### config.mk
export PLATFORM = sky130hd
export DESIGN_NAME = medidor_ciclo_trabalho
export DESIGN_NICKNAME = d
export VERILOG_FILES = /design/src/rtl/medidor_ciclo_trabalho.sv
export SDC_FILE = /design/constraint.sdc
export NUM_CORES = 1
export LEC_CHECK = 0
export ABC_AREA = 1
export CAP_MARGIN = 0
export CORE_MARGIN = 2
export CORE_UTILIZATION = 50
export CTS_CLUSTER_DIAMETER = 150
export CTS_CLUSTER_SIZE = 24
export DETAILED_ROUTE_END_ITERATION = 12
export GPL_ROUTABILITY_DRIVEN = 0
export GPL_TIMING_DRIVEN = 0
export PLACE_DENSITY = 0.65
export RECOVER_POWER = 50
export SETUP_SLACK_MARGIN = 0.3
export SLEW_MARGIN = 20
export SYNTH_ARGS = -nofsm -noshare
export SYNTH_HDL_FRONTEND = slang
export SYNTH_SLANG_ARGS = --single-unit
### constraint.sdc
create_clock -name clock -period 7.45 [get_ports clock]
set_input_delay 1.49 -clock clock [delete_from_list [all_inputs] [get_ports clock]]
set_output_delay 1.49 -clock clock [all_outputs]
set_load 0.02 [all_outputs]
### src/rtl/medidor_ciclo_trabalho.sv
// PWM duty-cycle meter: measures period and high time between synced rising edges,
// divides serially to a 0..99 percent value and drives two active-low 7-segment digits.
module medidor_ciclo_trabalho #(
    parameter int unsigned LARGURA = 16
) (
    input  logic       clock,
    input  logic       reset,
    input  logic       sinal_pwm,
    output logic [6:0] duty,
    output logic       valido,
    output logic [6:0] display_msb,
    output logic [6:0] display_lsb
);

    localparam int unsigned NDIV = LARGURA + 7;
    localparam int unsigned WIDX = $clog2(NDIV);
    localparam logic [LARGURA-1:0] CNT_MAX = '1;
    localparam logic [6:0] SEG_ZERO = 7'b1000000;

    typedef enum logic [1:0] {ARMAR, MEDIR, DIVIDIR, ATUALIZAR} estado_t;

    estado_t            estado_q, estado_d;
    logic               sync1_q, sync2_q, prev_q;
    logic [LARGURA-1:0] cnt_periodo_q, cnt_periodo_d;
    logic [LARGURA-1:0] cnt_alto_q, cnt_alto_d;
    logic [LARGURA-1:0] periodo_q, periodo_d;
    logic [LARGURA-1:0] alto_q, alto_d;
    logic [LARGURA-1:0] resto_q, resto_d;
    logic [NDIV-1:0]    quoc_q, quoc_d;
    logic [WIDX-1:0]    idx_q, idx_d;
    logic [6:0]         duty_q, duty_d;
    logic               valido_q, valido_d;
    logic [6:0]         msb_q, msb_d;
    logic [6:0]         lsb_q, lsb_d;

    logic               borda;
    logic               timeout;
    logic [NDIV-1:0]    dividendo;
    logic [WIDX-1:0]    pos;
    logic [LARGURA:0]   tentativa;
    logic               cabe;
    logic [6:0]         saturado;

    function automatic logic [6:0] seg7(input logic [3:0] d);
        case (d)
            4'd0:    seg7 = 7'b1000000;
            4'd1:    seg7 = 7'b1111001;
            4'd2:    seg7 = 7'b0100100;
            4'd3:    seg7 = 7'b0110000;
            4'd4:    seg7 = 7'b0011001;
            4'd5:    seg7 = 7'b0010010;
            4'd6:    seg7 = 7'b0000010;
            4'd7:    seg7 = 7'b1111000;
            4'd8:    seg7 = 7'b0000000;
            4'd9:    seg7 = 7'b0010000;
            default: seg7 = 7'b1111111;
        endcase
    endfunction

    assign borda     = sync2_q & ~prev_q;
    assign timeout   = ((estado_q == ARMAR) || (estado_q == MEDIR)) && (cnt_periodo_q == CNT_MAX);
    assign dividendo = NDIV'(alto_q) * NDIV'(100);
    // dividend bits are consumed MSB first, one per DIVIDIR cycle
    assign pos       = WIDX'(NDIV - 1) - idx_q;
    assign tentativa = {resto_q, dividendo[pos]};
    assign cabe      = tentativa >= {1'b0, periodo_q};
    assign saturado  = (quoc_q > NDIV'(99)) ? 7'd99 : quoc_q[6:0];

    always_comb begin
        estado_d      = estado_q;
        cnt_periodo_d = cnt_periodo_q;
        cnt_alto_d    = cnt_alto_q;
        periodo_d     = periodo_q;
        alto_d        = alto_q;
        resto_d       = resto_q;
        quoc_d        = quoc_q;
        idx_d         = idx_q;
        duty_d        = duty_q;
        valido_d      = valido_q;
        msb_d         = msb_q;
        lsb_d         = lsb_q;

        if (borda) begin
            cnt_periodo_d = LARGURA'(1);
            cnt_alto_d    = LARGURA'(1);
        end else begin
            if (cnt_periodo_q != CNT_MAX) cnt_periodo_d = cnt_periodo_q + 1'b1;
            if (sync2_q && (cnt_alto_q != CNT_MAX)) cnt_alto_d = cnt_alto_q + 1'b1;
        end

        if (timeout) begin
            // counters restart from zero so the next timeout needs a full window again
            cnt_periodo_d = '0;
            cnt_alto_d    = '0;
            duty_d        = sync2_q ? 7'd99 : 7'd0;
            msb_d         = sync2_q ? seg7(4'd9) : SEG_ZERO;
            lsb_d         = sync2_q ? seg7(4'd9) : SEG_ZERO;
            valido_d      = 1'b1;
            estado_d      = ARMAR;
        end else begin
            case (estado_q)
                ARMAR: begin
                    if (borda) estado_d = MEDIR;
                end
                MEDIR: begin
                    if (borda) begin
                        periodo_d = cnt_periodo_q;
                        alto_d    = cnt_alto_q;
                        resto_d   = '0;
                        quoc_d    = '0;
                        idx_d     = '0;
                        estado_d  = DIVIDIR;
                    end
                end
                DIVIDIR: begin
                    resto_d = cabe ? LARGURA'(tentativa - {1'b0, periodo_q}) : tentativa[LARGURA-1:0];
                    quoc_d  = {quoc_q[NDIV-2:0], cabe};
                    idx_d   = idx_q + 1'b1;
                    if (idx_q == WIDX'(NDIV - 1)) estado_d = ATUALIZAR;
                end
                ATUALIZAR: begin
                    duty_d   = saturado;
                    msb_d    = seg7(4'(saturado / 7'd10));
                    lsb_d    = seg7(4'(saturado % 7'd10));
                    valido_d = 1'b1;
                    estado_d = MEDIR;
                end
                default: estado_d = ARMAR;
            endcase
        end
    end

    always_ff @(posedge clock) begin
        if (reset) begin
            estado_q      <= ARMAR;
            sync1_q       <= 1'b0;
            sync2_q       <= 1'b0;
            prev_q        <= 1'b0;
            cnt_periodo_q <= '0;
            cnt_alto_q    <= '0;
            periodo_q     <= '0;
            alto_q        <= '0;
            resto_q       <= '0;
            quoc_q        <= '0;
            idx_q         <= '0;
            duty_q        <= '0;
            valido_q      <= 1'b0;
            msb_q         <= SEG_ZERO;
            lsb_q         <= SEG_ZERO;
        end else begin
            estado_q      <= estado_d;
            sync1_q       <= sinal_pwm;
            sync2_q       <= sync1_q;
            prev_q        <= sync2_q;
            cnt_periodo_q <= cnt_periodo_d;
            cnt_alto_q    <= cnt_alto_d;
            periodo_q     <= periodo_d;
            alto_q        <= alto_d;
            resto_q       <= resto_d;
            quoc_q        <= quoc_d;
            idx_q         <= idx_d;
            duty_q        <= duty_d;
            valido_q      <= valido_d;
            msb_q         <= msb_d;
            lsb_q         <= lsb_d;
        end
    end

    assign duty        = duty_q;
    assign valido      = valido_q;
    assign display_msb = msb_q;
    assign display_lsb = lsb_q;

endmodule

-- After elaboration in Yosys (flattened, before gate mapping)
Memory sizes are Yosys's and may differ from the RTL's.
Index checks and enable logic that the tools add are counted.
Widths: inputs -> output; s select.
- ROM bits: 224
- word-level logic and storage cells: 84
- output and inout port bits: 22
- bits of input ports: 3
- memories: 2
- register bits: 135
- magnitude comparators: 3
- reduce and logical (&&, ||, !) cells: 13
- div/mod/pow operators: 2
- multiply operators: 1
- mux-type cells: 28
- equal/unequal tests: 10
- add/sub/neg operators: 5
- bitwise gates (word level): 3
- memories (name ; depth ; width ; read ports ; clocked after memory_dff ; write ports ; line ; RTL):
    (no name shown) ; 16 ; 7 ; 1 ; 0 ; 0 ; 45 ; case (d)
    (no name shown) ; 16 ; 7 ; 1 ; 0 ; 0 ; 45 ;
- operator list (kind ; count):
    $mux 7 ; 9
    $pmux 23 s2 ; 1
    $add 16x1->16 const B ; 2
    $mux 16 ; 2
    $ne 16x16->1 const B ; 2
    $pmux 16 s2 ; 1
    $gt 23x7->1 const B ; 1
    $mux 23 ; 1
    $mul 16x5->21 const B ; 1
    $ge 17x16->1 ; 1
    $eq 16x16->1 const B ; 1
    $sub 16x16->16 ; 1
    $pmux 5 s2 ; 1
    $reduce_and 3->1 ; 3
    $pmux 2 s4 ; 1
    $reduce_bool 2->1 ; 4
    $div 7x4->7 const B ; 1
    $mod 7x4->7 const B ; 1
    $mux 1 ; 7
    $lt 5x6->1 const B ; 1
    $mux 2 ; 3
    $ne 2x2->1 const B ; 3
    $add 5x1->5 const B ; 1
    $bmux 1 s5 ; 1
    12 further kinds ; 15

-- Logic depth before layout (Yosys ltp)
- depth after elaboration: 6
- depth in mapped cells: 42
- gate-level depth less buffers: 42

-- Least setup slack after synthesis
OpenSTA, ideal clock, no wires.
- path type: register to register
- start point: register alto_q[2]
- end point: register resto_q[14]
- clock period less this slack: 5.436 ns
- buffers on the path: 0
- cell stages (with the launch flop): 40
- setup time: 0.056 ns
- data arrival time: 5.380 ns
- path slack: 2.014 ns
- data required time: 7.394 ns
- cells stage by stage: dfxtp_1 -> ha_1 -> ha_1 -> inv_1 -> fa_1 -> inv_1 -> ha_1 -> nand3_1 -> nand3_1 -> nand2_1 -> nand2_1 -> a21oi_1 -> nor2_1 -> o21ai_0 -> nand2_1 -> nand2_1 -> nand2_1 -> a21oi_1 -> (+4 left out) -> nand2_1 -> nand2_1 -> nand4_1 -> nand2_1 -> inv_1 -> ha_1 -> fa_1 -> o21ai_0 -> a21oi_1 -> o21ai_0 -> a221o_1 -> nand3_1 -> nand2_1 -> xor2_1 -> nand3_1 -> o211ai_1 -> nand2_1 -> inv_1
- cells in the longest elaborated chain, start to end: 6
- elaborated cells on any way between the ends: 7
- those cells by class: 1 x add/sub; 1 x mul; 1 x order compare; 4 x mux
- ends and longest elaborated chain (element ; line ; RTL):
    start, declared ; 27 ; logic [LARGURA-1:0] alto_q, alto_d;
    start signal, assigned ; 158 ; alto_q <= alto_d;
    $mul 16x5->21 (*) ; 62 ; assign dividendo = NDIV'(alto_q) * NDIV'(100);
    $bmux 1 s5 (*) ; 65 ; assign tentativa = {resto_q, dividendo[pos]};
    $mux 1 (implied by the code) (*) ; 65 ;
    $sub 16x16->16 or $ge 17x16->1 (tied branches) ; 116, 66 ;
    $mux 16 (*) ; 116 ; resto_d = cabe ? LARGURA'(tentativa - {1'b0, periodo_q}) : tentativa[LARGURA-1:0];
    $pmux 16 s2 (*) ; 101 ; case (estado_q)
    end signal, assigned ; 159 ; resto_q <= resto_d;
    end, declared ; 28 ; logic [LARGURA-1:0] resto_q, resto_d;
Every way passes the cells marked *; elsewhere a longest branch is shown, timed or not. The select of a mux whose other input is x is not followed.
A chain may end at the register's enable or synchronous reset.

-- Final worst setup path
- start point: register alto_q[3]
- end point: register resto_q[14]
The elaborated chain is that of the path after synthesis.

==> metrics <==
Hold EP sync2_q; Yosys top cell area share 0.311; Mapped Area 0.00869 mm²; r2r startpoint alto_q[3]; initial antenna violation count 0; Critical Path End Type flip-flop; Clock Tree Buf Depth 2; # nets final around 1400; commonest non-fill, non-tap cells in the layout 237 x nand2_1, 184 x inv_1, 168 x a21oi_1, 135 x dfxtp_1, 104 x o21ai_0; Buf/Inv on CP 4; GRT Util Overall 0.228; Reg2Reg Setup Slack ~1.1 ns; CTS resizes 0; GRT Max-Usage Layer met2; Critical R2R Capture resto_q[14]; final-report max-slew violation count 0; Antenna diodes 0; core area around 0.017 mm²; Worst-path clk slew around 0.06 ns; Root Driver clkbuf_16; crit path kind reg2reg; CP required 7.82 ns; Util after Layout 0.571; H-Tree Depth 4; TritonCTS clock tree done; CP Launch Type flip-flop; insertion delay to the later sink of the worst-skew pair around 0.42 ns; layout cells sized above 1 0.0628; arrival time at the worst endpoint approximately 6.8 ns; Min-Delay Startpoint sync1_q; Seq cells post-synth around 140; num rows 48; Synth Warn # 0; WL final 20100 µm; MaxCap Viol Count 0; slowest stage cell, crit path fa_1; total iterations of the first detailed-routing run 5; period utilization 0.858; Fin. Hold Viols 0; Vias/cell approximately 5.2; Hold Path Depth 2; Crit path max-delay family compound AO/OA/AOI/OAI gates; wire length per cell approximately 13 µm; DP Wirelength 15500 µm; die height about 140 µm; Worst VDD drop 0.000193 V; Crit path largest cell delay approximately 0.5 ns; # port buffers 24; Fmax 156 MHz; Tightest Hold Check Type reg2reg; DRC Markers 0; Fill cells between 1500 and 2000; overflow left after global routing 0; top cells by area, synth dfxtp_1 31%, ha_1 13%, nand2_1 10%; vias in the first global route 7150; worst slew pin tran 0.620 ns; min Tclk post-route ~6.4 ns; largest net degree at the start of global routing 17; RSZ-0062 raised after global routing false; DR vias between 7000 and 8000; first-pass GRT wire length 33800 µm; setup_tns 0 ns; most common cell after layout, fill and taps aside nand2_1; clk_skew ~0.011 ns; register area share after synthesis 0.311; Pwr Density roughly 200 mW/mm²; Leak Pwr ~0.0044 µW; syn avg cell area between 7 and 8 µm²; total CTS buffers 17; Initial Util 0.508; Area Overhead vs Synth 12.4%; status completed; Initial DRC Count 354; Top Ports 25; Setup Fix Bufs, Post-CTS 0; synthesized net count ~1300; Post-Syn Instances roughly 1200; DP Cell Count 1468; M2 GR Usage 0.370; Finished Layout Cells ~1500; stages on the worst setup path 39; GRT met1 Usage 0.312; die width between 100 and 150 µm; most used cell, CP nand2_1; CTS sink cnt between 100 and 150; relative slew slack 0.587; post-synth cell types 43; Post-DRT Antenna Nets 0; met3 Use GR 0.0358; critical path peak fanout 4; final setup vio count 0; # hold bufs at CTS 0; worst reg2reg path depth 39; die area about 0.018 mm²; post-synth top area cell dfxtp_1
[tightest hold or removal path: stages, from the launching register on]
cell and delay [ns]:
dfxtp_1 0.29, inv_1 0.05, nor2_1 0.04
[worst max-delay path by stage]
stage	startpoint	endpoint	slack, ns
2_1_floorplan	alto_q[2]	resto_q[14]	2.01
3_3_place_gp	alto_q[3]	resto_q[14]	1.13
3_5_place_dp	alto_q[3]	resto_q[14]	1.09
4_1_cts	alto_q[3]	resto_q[14]	1.06
5_1_grt	alto_q[3]	resto_q[14]	0.39
6_report	alto_q[3]	resto_q[14]	1.06
[cell type report]
class,instances,area [µm²],share of cell area
Timing Repair Buffer,24,240,0.0246
Sequential cell,135,2700,0.277
Inverter,191,717,0.0734
Clock inverter,12,105,0.0108
Tap cell,225,282,0.0288
Buffer,32,123,0.0125
Multi-Input combinational cell,861,5150,0.527
Clock buffer,19,453,0.0464
[cell usage after synthesis, drive strengths merged]
cell / n
nor2: 81
xnor2: 10
o211ai: 9
xor2: 16
nand3: 43
dfxtp: 135
o221ai: 2
o21ba: 1
clkinv: 1
fa: 12
or2: 5
o21ai: 109
a221o: 2
nand4: 11
inv: 190
nand2: 256
a31oi: 3
ha: 91
o2111ai: 2
or4: 1
a211o: 1
nand3b: 2
buf: 5
a211oi: 1
nor3: 21
clkbuf: 27
a31o: 2
nor4: 5
o21bai: 4
a21oi: 168
o22ai: 3
[flip-flops by register name, indices dropped and copies added, names as in the netlist]
name,flops
cnt_alto_q,16
periodo_q,16
idx_q,5
alto_q,16
quoc_q,23
estado_q,2
valido,1
resto_q,16
sync2_q,1
duty,7
cnt_periodo_q,16
display_lsb,7
prev_q,1
display_msb,7
sync1_q,1
[where the power goes]
group | total, µW | switching (µW) | internal (µW)
Combinational | 354 | 237 | 116
Sequential | 757 | 17.0 | 740
Clock | 797 | 325 | 472
[routing by layer]
metal  up-vias  routed length, µm
met4         0                364
met5         -                  0
li1       4095                  -
met3        29                604
met2       135               9020
met1      3493              10100
[metrics by stage]
step / total power, µW / setup slack [ns] / hold WS (ns) / instance area (µm²)
finish: 1910 / 1.06 / 0.436 / 9770
global placement: 1120 / 1.13 / 0.419 / 9210
detailed placement: 1130 / 1.09 / 0.426 / 9210
CTS: 1920 / 1.06 / 0.434 / 9770
floorplan: 1030 / 2.01 / 0.388 / 8690
global route: 2000 / 0.391 / 0.439 / 9770
[kinds of logic (layout without fill, tap and decap cells)]
family          count (synthesis)  count (layout)  synth area share
simple gates                  425             425             0.218
compound gates                307             307             0.187
buf+inv                       223             278            0.0966
flops                         135             135             0.311
fa+ha+maj                     103             103             0.159
xor+xnor                       26              26            0.0284
(Power assumes the default switching activity.)
